==> config.mk <==
export PLATFORM = sky130hd
export DESIGN_NAME = voice_allocator
export DESIGN_NICKNAME = d
export VERILOG_FILES = /design/src/rtl/synth_pkg.sv /design/src/rtl/voice_slot.sv /design/src/rtl/voice_allocator.sv
export SDC_FILE = /design/constraint.sdc
export NUM_CORES = 1
export LEC_CHECK = 0
export ABC_AREA = 1
export CAP_MARGIN = 20
export CORE_AREA = 2 2 103 155
export DETAILED_ROUTE_END_ITERATION = 6
export DIE_AREA = 0 0 105 157
export PLACE_DENSITY = 0.71
export SYNTH_ARGS = -nofsm -noshare
export SYNTH_HDL_FRONTEND = slang
export SYNTH_SLANG_ARGS = --single-unit
==> constraint.sdc <==
create_clock -name clk -period 5.7 [get_ports clk]
set_input_delay 1.425 -clock clk [delete_from_list [all_inputs] [get_ports clk]]
set_output_delay 1.425 -clock clk [all_outputs]
set_load 0.05 [all_outputs]
==> src/rtl/synth_pkg.sv <==
`default_nettype none
// ============================================================================
//  Module      : synth_pkg
//  Description : Shared types and widths for the polyphonic voice allocator.
//  Revision    : 1.0 - initial release
// ============================================================================
package synth_pkg;

  localparam int NOTE_W     = 7;
  localparam int VOL_W      = 8;
  localparam int NOTE_VOL_W = 16;

  // Per-slot lifecycle: OFF is free, HELD is sounding, RELEASE is decaying
  typedef enum logic [1:0] {
    OFF     = 2'd0,
    HELD    = 2'd1,
    RELEASE = 2'd2
  } voice_state_t;

  // Allocator control flow: accept, choose slot, commit
  typedef enum logic [1:0] {
    IDLE  = 2'd0,
    ALLOC = 2'd1,
    APPLY = 2'd2
  } alloc_state_t;

endpackage
`default_nettype wire

==> src/rtl/voice_slot.sv <==
`default_nettype none
// ============================================================================
//  Module      : voice_slot
//  Description : One voice slot: holds state, note and volume, and performs
//                the linear release decay on each prescaler tick.
//  Revision    : 1.0 - initial release
// ============================================================================
module voice_slot
  import synth_pkg::*;
(
  input  logic              clk,
  input  logic              i_reset_n,
  input  logic              i_load_on,
  input  logic              i_load_off,
  input  logic [NOTE_W-1:0] i_note,
  input  logic [VOL_W-1:0]  i_vol,
  input  logic              i_tick,
  output logic [1:0]        o_state,
  output logic [NOTE_W-1:0] o_note,
  output logic [VOL_W-1:0]  o_vol
);

  voice_state_t       r_state;
  logic [NOTE_W-1:0]  r_note;
  logic [VOL_W-1:0]   r_vol;

  // Allocator writes win over the decay tick; a zero-volume release slot
  // is freed on the tick after it reaches zero, keeping its note field.
  always_ff @(posedge clk or negedge i_reset_n) begin
    if (!i_reset_n) begin
      r_state <= OFF;
      r_note  <= '0;
      r_vol   <= '0;
    end else if (i_load_on) begin
      r_state <= HELD;
      r_note  <= i_note;
      r_vol   <= i_vol;
    end else if (i_load_off) begin
      if (r_state == HELD) begin
        r_state <= RELEASE;
      end
    end else if (i_tick && (r_state == RELEASE)) begin
      if (r_vol == '0) begin
        r_state <= OFF;
      end else begin
        r_vol <= r_vol - VOL_W'(1);
      end
    end
  end

  assign o_state = r_state;
  assign o_note  = r_note;
  assign o_vol   = r_vol;

endmodule
`default_nettype wire

==> src/rtl/voice_allocator.sv <==
`default_nettype none
// ============================================================================
//  Module      : voice_allocator
//  Description : Accepts note-on/off events, assigns them to voice slots with
//                retrigger / free-slot / least-recently-allocated stealing,
//                and drives a release-decay prescaler shared by all slots.
//  Revision    : 1.0 - initial release
// ============================================================================
module voice_allocator
  import synth_pkg::*;
#(
  parameter int NUM_VOICES  = 4,
  parameter int RELEASE_DIV = 1024
) (
  input  logic                  clk,
  input  logic                  reset_n,
  input  logic                  ev_valid,
  output logic                  ev_ready,
  input  logic                  ev_on,
  input  logic [NOTE_W-1:0]     ev_note,
  input  logic [6:0]            ev_vel,
  output logic [NOTE_VOL_W-1:0] note_vol [NUM_VOICES],
  output logic [NUM_VOICES-1:0] voice_busy
);

  localparam int IDX_W   = $clog2(NUM_VOICES);
  localparam int PRESC_W = $clog2(RELEASE_DIV);
  localparam logic [PRESC_W-1:0] c_PRESC_MAX = PRESC_W'(RELEASE_DIV - 1);
  localparam logic [IDX_W-1:0]   c_RANK_TOP  = IDX_W'(NUM_VOICES - 1);

  alloc_state_t       r_state;
  logic               r_ready;
  logic               r_on;
  logic [NOTE_W-1:0]  r_note;
  logic [6:0]         r_vel;
  logic [IDX_W-1:0]   r_tgt;
  logic               r_tgt_vld;
  logic [PRESC_W-1:0] r_presc;
  logic [IDX_W-1:0]   r_rank [NUM_VOICES];

  logic               w_tick;
  logic [1:0]         w_slot_state [NUM_VOICES];
  logic [NOTE_W-1:0]  w_slot_note  [NUM_VOICES];
  logic [VOL_W-1:0]   w_slot_vol   [NUM_VOICES];
  logic               w_match_vld, w_held_vld, w_free_vld;
  logic [IDX_W-1:0]   w_match_idx, w_held_idx, w_free_idx, w_old_idx;
  logic               w_sel_vld;
  logic [IDX_W-1:0]   w_sel_idx;
  logic               w_apply_on, w_apply_off;

  // Accept an event in IDLE, choose its slot in ALLOC, commit in APPLY.
  // A note-on with zero velocity is latched as a note-off.
  always_ff @(posedge clk or negedge reset_n) begin
    if (!reset_n) begin
      r_state   <= IDLE;
      r_ready   <= 1'b0;
      r_on      <= 1'b0;
      r_note    <= '0;
      r_vel     <= '0;
      r_tgt     <= '0;
      r_tgt_vld <= 1'b0;
    end else begin
      case (r_state)
        IDLE: begin
          if (ev_valid && r_ready) begin
            r_on    <= ev_on && (ev_vel != '0);
            r_note  <= ev_note;
            r_vel   <= ev_vel;
            r_ready <= 1'b0;
            r_state <= ALLOC;
          end else begin
            r_ready <= 1'b1;
          end
        end
        ALLOC: begin
          r_tgt     <= w_sel_idx;
          r_tgt_vld <= w_sel_vld;
          r_ready   <= 1'b0;
          r_state   <= APPLY;
        end
        APPLY: begin
          r_ready <= 1'b0;
          r_state <= IDLE;
        end
        default: begin
          r_ready <= 1'b0;
          r_state <= IDLE;
        end
      endcase
    end
  end

  // Free-running divider; tick marks the last cycle of each period
  always_ff @(posedge clk or negedge reset_n) begin
    if (!reset_n) begin
      r_presc <= '0;
    end else if (r_presc == c_PRESC_MAX) begin
      r_presc <= '0;
    end else begin
      r_presc <= r_presc + PRESC_W'(1);
    end
  end

  assign w_tick = (r_presc == c_PRESC_MAX);

  // Scan slots for the lowest-index live match, held match, free slot, and the oldest rank
  always_comb begin
    w_match_vld = 1'b0;
    w_match_idx = '0;
    w_held_vld  = 1'b0;
    w_held_idx  = '0;
    w_free_vld  = 1'b0;
    w_free_idx  = '0;
    w_old_idx   = '0;
    for (int i = 0; i < NUM_VOICES; i++) begin
      if (!w_match_vld && (w_slot_state[i] != OFF) && (w_slot_note[i] == r_note)) begin
        w_match_vld = 1'b1;
        w_match_idx = IDX_W'(i);
      end
      if (!w_held_vld && (w_slot_state[i] == HELD) && (w_slot_note[i] == r_note)) begin
        w_held_vld = 1'b1;
        w_held_idx = IDX_W'(i);
      end
      if (!w_free_vld && (w_slot_state[i] == OFF)) begin
        w_free_vld = 1'b1;
        w_free_idx = IDX_W'(i);
      end
      if (r_rank[i] == '0) begin
        w_old_idx = IDX_W'(i);
      end
    end
  end

  // Note-on: retrigger, else free slot, else steal oldest. Note-off: held match only.
  always_comb begin
    w_sel_vld = 1'b1;
    w_sel_idx = w_old_idx;
    if (!r_on) begin
      w_sel_vld = w_held_vld;
      w_sel_idx = w_held_idx;
    end else if (w_match_vld) begin
      w_sel_idx = w_match_idx;
    end else if (w_free_vld) begin
      w_sel_idx = w_free_idx;
    end
  end

  assign w_apply_on  = (r_state == APPLY) && r_on && r_tgt_vld;
  assign w_apply_off = (r_state == APPLY) && !r_on && r_tgt_vld;

  // Target becomes newest; younger slots shift down so ranks stay a permutation
  always_ff @(posedge clk or negedge reset_n) begin
    if (!reset_n) begin
      for (int i = 0; i < NUM_VOICES; i++) begin
        r_rank[i] <= IDX_W'(i);
      end
    end else if (w_apply_on) begin
      for (int i = 0; i < NUM_VOICES; i++) begin
        if (IDX_W'(i) == r_tgt) begin
          r_rank[i] <= c_RANK_TOP;
        end else if (r_rank[i] > r_rank[r_tgt]) begin
          r_rank[i] <= r_rank[i] - IDX_W'(1);
        end
      end
    end
  end

  generate
    for (genvar i = 0; i < NUM_VOICES; i++) begin : g_slot
      voice_slot u_slot (
        .clk        (clk),
        .i_reset_n  (reset_n),
        .i_load_on  (w_apply_on  && (r_tgt == IDX_W'(i))),
        .i_load_off (w_apply_off && (r_tgt == IDX_W'(i))),
        .i_note     (r_note),
        .i_vol      ({r_vel, 1'b0}),
        .i_tick     (w_tick),
        .o_state    (w_slot_state[i]),
        .o_note     (w_slot_note[i]),
        .o_vol      (w_slot_vol[i])
      );
      assign note_vol[i]   = {1'b0, w_slot_note[i], w_slot_vol[i]};
      assign voice_busy[i] = (w_slot_state[i] != OFF);
    end
  endgenerate

  assign ev_ready = r_ready;

endmodule
`default_nettype wire

==> flow_summary.toml <==
[run_status]
status = "complete, no violations"

[timing]
slew_violations = 0
rsz0062_at_grt = "false"
max_freq_ghz = 0.308
fin_setup_tns_ns = 0
fin_skew_ns = 0.0101
period_minus_slack_ns = 3.25
worst_pin_slew_ns = 0.887
hold_viol = 0
setup_violations = 0
fin_crit_sh_pct = 57.0
setup_ws_ns = 2.45
maxSlewHeadroom_pct = 40.7

[critical_path]
worst_setup_path_start_kind = "flip-flop"
worst-path-max-fanout = 5
r2r_start = "r_tgt[0]$_DFFE_PN0N_"
rrSetupSlack_ns = 3.31
worstPathCellList = "nor2_1 > inv_1 > clkdlybuf4s50_1"
crit_required_ns = 4.28
cp-end-kind = "output port"
slowest_stage = "clkdlybuf4s50_1"
reg2reg_depth = 10
reg2reg_to = "r_rank[0]$_DFFE_PN1P_"
cpPeakStageDelay_ns = 0.72
cp.arrival_ns = 1.82
path_class = "flip-flop to output port"

[place]
dp_cells = 998
place_hpwl_mm = 10.9
portBuffers = 82
gp_congestion = 0.868
pre_cts_ws_ns = 2.71

[synthesis]
synthTopCellsByArea = "dfrtp_1 (43%), nand2_1 (11%), o21ai_0 (7.2%)"
ys_warn_count = 0
yosysTopAreaCell = "dfrtp_1"
ys_ff_latch = 107
syn_area_um2 = 5980
yosys-top-cells-count = "nand2_1 (174), dfrtp_1 (103), inv_1 (89)"
synth-edff-count = 0
yosysMostFrequentCell = "nand2_1"
ys_async_sr_fraction_pct = 100
synth.distinct_cells = 46
syn_inst = 738
ys_seq_area_share_pct = 44.8
ys.flop_type = "dfrtp_1"
avgSynthCellArea_um2 = 8.11
synth_top_area_share_pct = 43.1

[final_layout]
antenna_cells = 0
area_growth_pct = 21.2
nNetsFinal = 848
finish.utilization_pct = 48.3
drive_above_1_share_pct = 6.87
stdcell_count = 1014

[power_and_ir_drop]
ir_drop_mv = 0.345
p_total_mw = 4.77
powerDensity_nw_per_um2 = 657
p_leak_nw = 3.43

[floorplanning]
io_pins = 87
die_h_um = 157
dieArea_um2 = 16500
die_w_um = 105
num_rows = 55
core_um2 = 15000
initial_core_util_pct = 39.9

[cts]
clkTransAtPathRegs_ns = 0.07
cts_resized = 0
clk_latency_ns = 0.35
clock_path_buffers = 2
cts_hold_buf = 0
postCtsSetupBuffers = 0
root_buffer = "clkbuf_16"
cts.sinks = 107
htree_num_levels = 3
cts_buffers = 9
cts_tree = "built"

[hold_path]
min_to = "r_presc[6]$_DFF_PN0_"
holdPathStages = 1
hold_path_class = "flip-flop to flip-flop"
min-delay-start = "r_presc[6]$_DFF_PN0_"

[detailed_routing]
vias_per_cell = 4.92
wl_mm = 14.7
routedWlPerCell_um = 14.5
drtIter0Drc = 253
drtPass1Iterations = 7
num_vias = 4990
drtAntennaViolNets = 0
drc = 0

[global_route]
gr-total-overflow = 0
grt_util_all_layers_pct = 18.7
grt_max_degree = 69
grt_pass1_wl_mm = 24.4
grt_pass1_vias = 4905
antenna_found_initial = 0

[job]
cap_violations = 0
[cell type report]
class,count,area (um^2)
sequential,107,2680
clock buffer,9,225
clock inverter,7,97.6
tap,199,249
timing repair buffer,83,826
multi-input combinational,519,2830
inverter,90,343
fill,1483,7750
[worst max-delay path, delay by kind of cell, from the launching register on]
kind | cells | cell delay (ns)
flops | 1 | 0.44
buf+inv | 2 | 0.81
simple gates | 1 | 0.21
[through the flow]
stage / hold slack [ns] / cell area (um^2)
after detailed placement: 0.490 / 6930
after global routing: 0.550 / 7250
after CTS: 0.505 / 7250
after global placement: 0.483 / 6930
final: 0.500 / 7250
after floorplan: 0.466 / 6000
[kinds of logic (layout without fill, tap and decap cells)]
group	Yosys count	count (layout)	share of synthesized area [%]
mux	2	2	0.335
flops	107	107	44.8
other cells	1	4	0.0627
buf+inv	115	189	8.09
compound gates	143	143	13.7
xor+xnor	50	50	7.32
simple gates	300	300	21.5
fa+ha+maj	20	20	4.18
[placed cells by master, fill, tap and decap left out, types with 3 or more instances in the layout]
master,n
nor2_1,69
clkbuf_16,9
xnor2_1,25
dfstp_2,4
o22ai_1,7
ha_1,20
o21ai_0,86
nor3_1,8
clkdlybuf4s50_1,81
a31oi_1,5
nand2_2,4
inv_1,89
xor2_1,25
a21oi_1,14
nand4_1,4
or2_2,3
dfrtp_1,103
nand2_1,174
nand3_1,26
o21ai_1,6
o21ai_2,13
conb_1,4
[report_power, final]
group          total, mW  switching, mW  leakage [nW]  internal (mW)
sequential          1.39          0.342          1.38           1.05
combinational       2.70           1.74          1.90          0.956
clock              0.674          0.287         0.152          0.387
total               4.77           2.37          3.43           2.39
[worst max-delay path by stage]
| stage | cells past startpoint | end | start | slack, ns |
|---|---|---|---|---|
| floorplan | 6 | r_note[6]$_DFFE_PN0P_ | ev_valid | 3.39 |
| global placement | 7 | r_on$_DFFE_PN0P_ | ev_valid | 2.78 |
| detailed placement | 6 | r_note[2]$_DFFE_PN0P_ | ev_valid | 2.71 |
| CTS | 3 | voice_busy[0] | g_slot[0].u_slot.o_state[0]$_DFFE_PN0P_ | 2.43 |
| global route | 3 | voice_busy[0] | g_slot[0].u_slot.o_state[0]$_DFFE_PN0P_ | 2.37 |
| finish | 3 | voice_busy[0] | g_slot[0].u_slot.o_state[0]$_DFFE_PN0P_ | 2.45 |
[state kept, by name, summed over array words and instances (netlist names)]
register               count
ev_ready                   1
g_slot.u_slot.o_note      28
g_slot.u_slot.o_state      8
g_slot.u_slot.o_vol       32
r_note                     7
r_on                       1
r_presc                   10
r_rank                     8
r_state                    2
r_tgt                      2
r_tgt_vld                  1
r_vel                      7
[per-layer routing]
metal,GRT usage (%),wire [um],vias to the layer above
li1,-,-,2515
met3,2.57,598,38
met2,33.9,7610,118
met1,21.4,5960,2319
met5,0,0,-
met4,9.27,521,0
No activity file was read; power rests on OpenSTA's default activity.
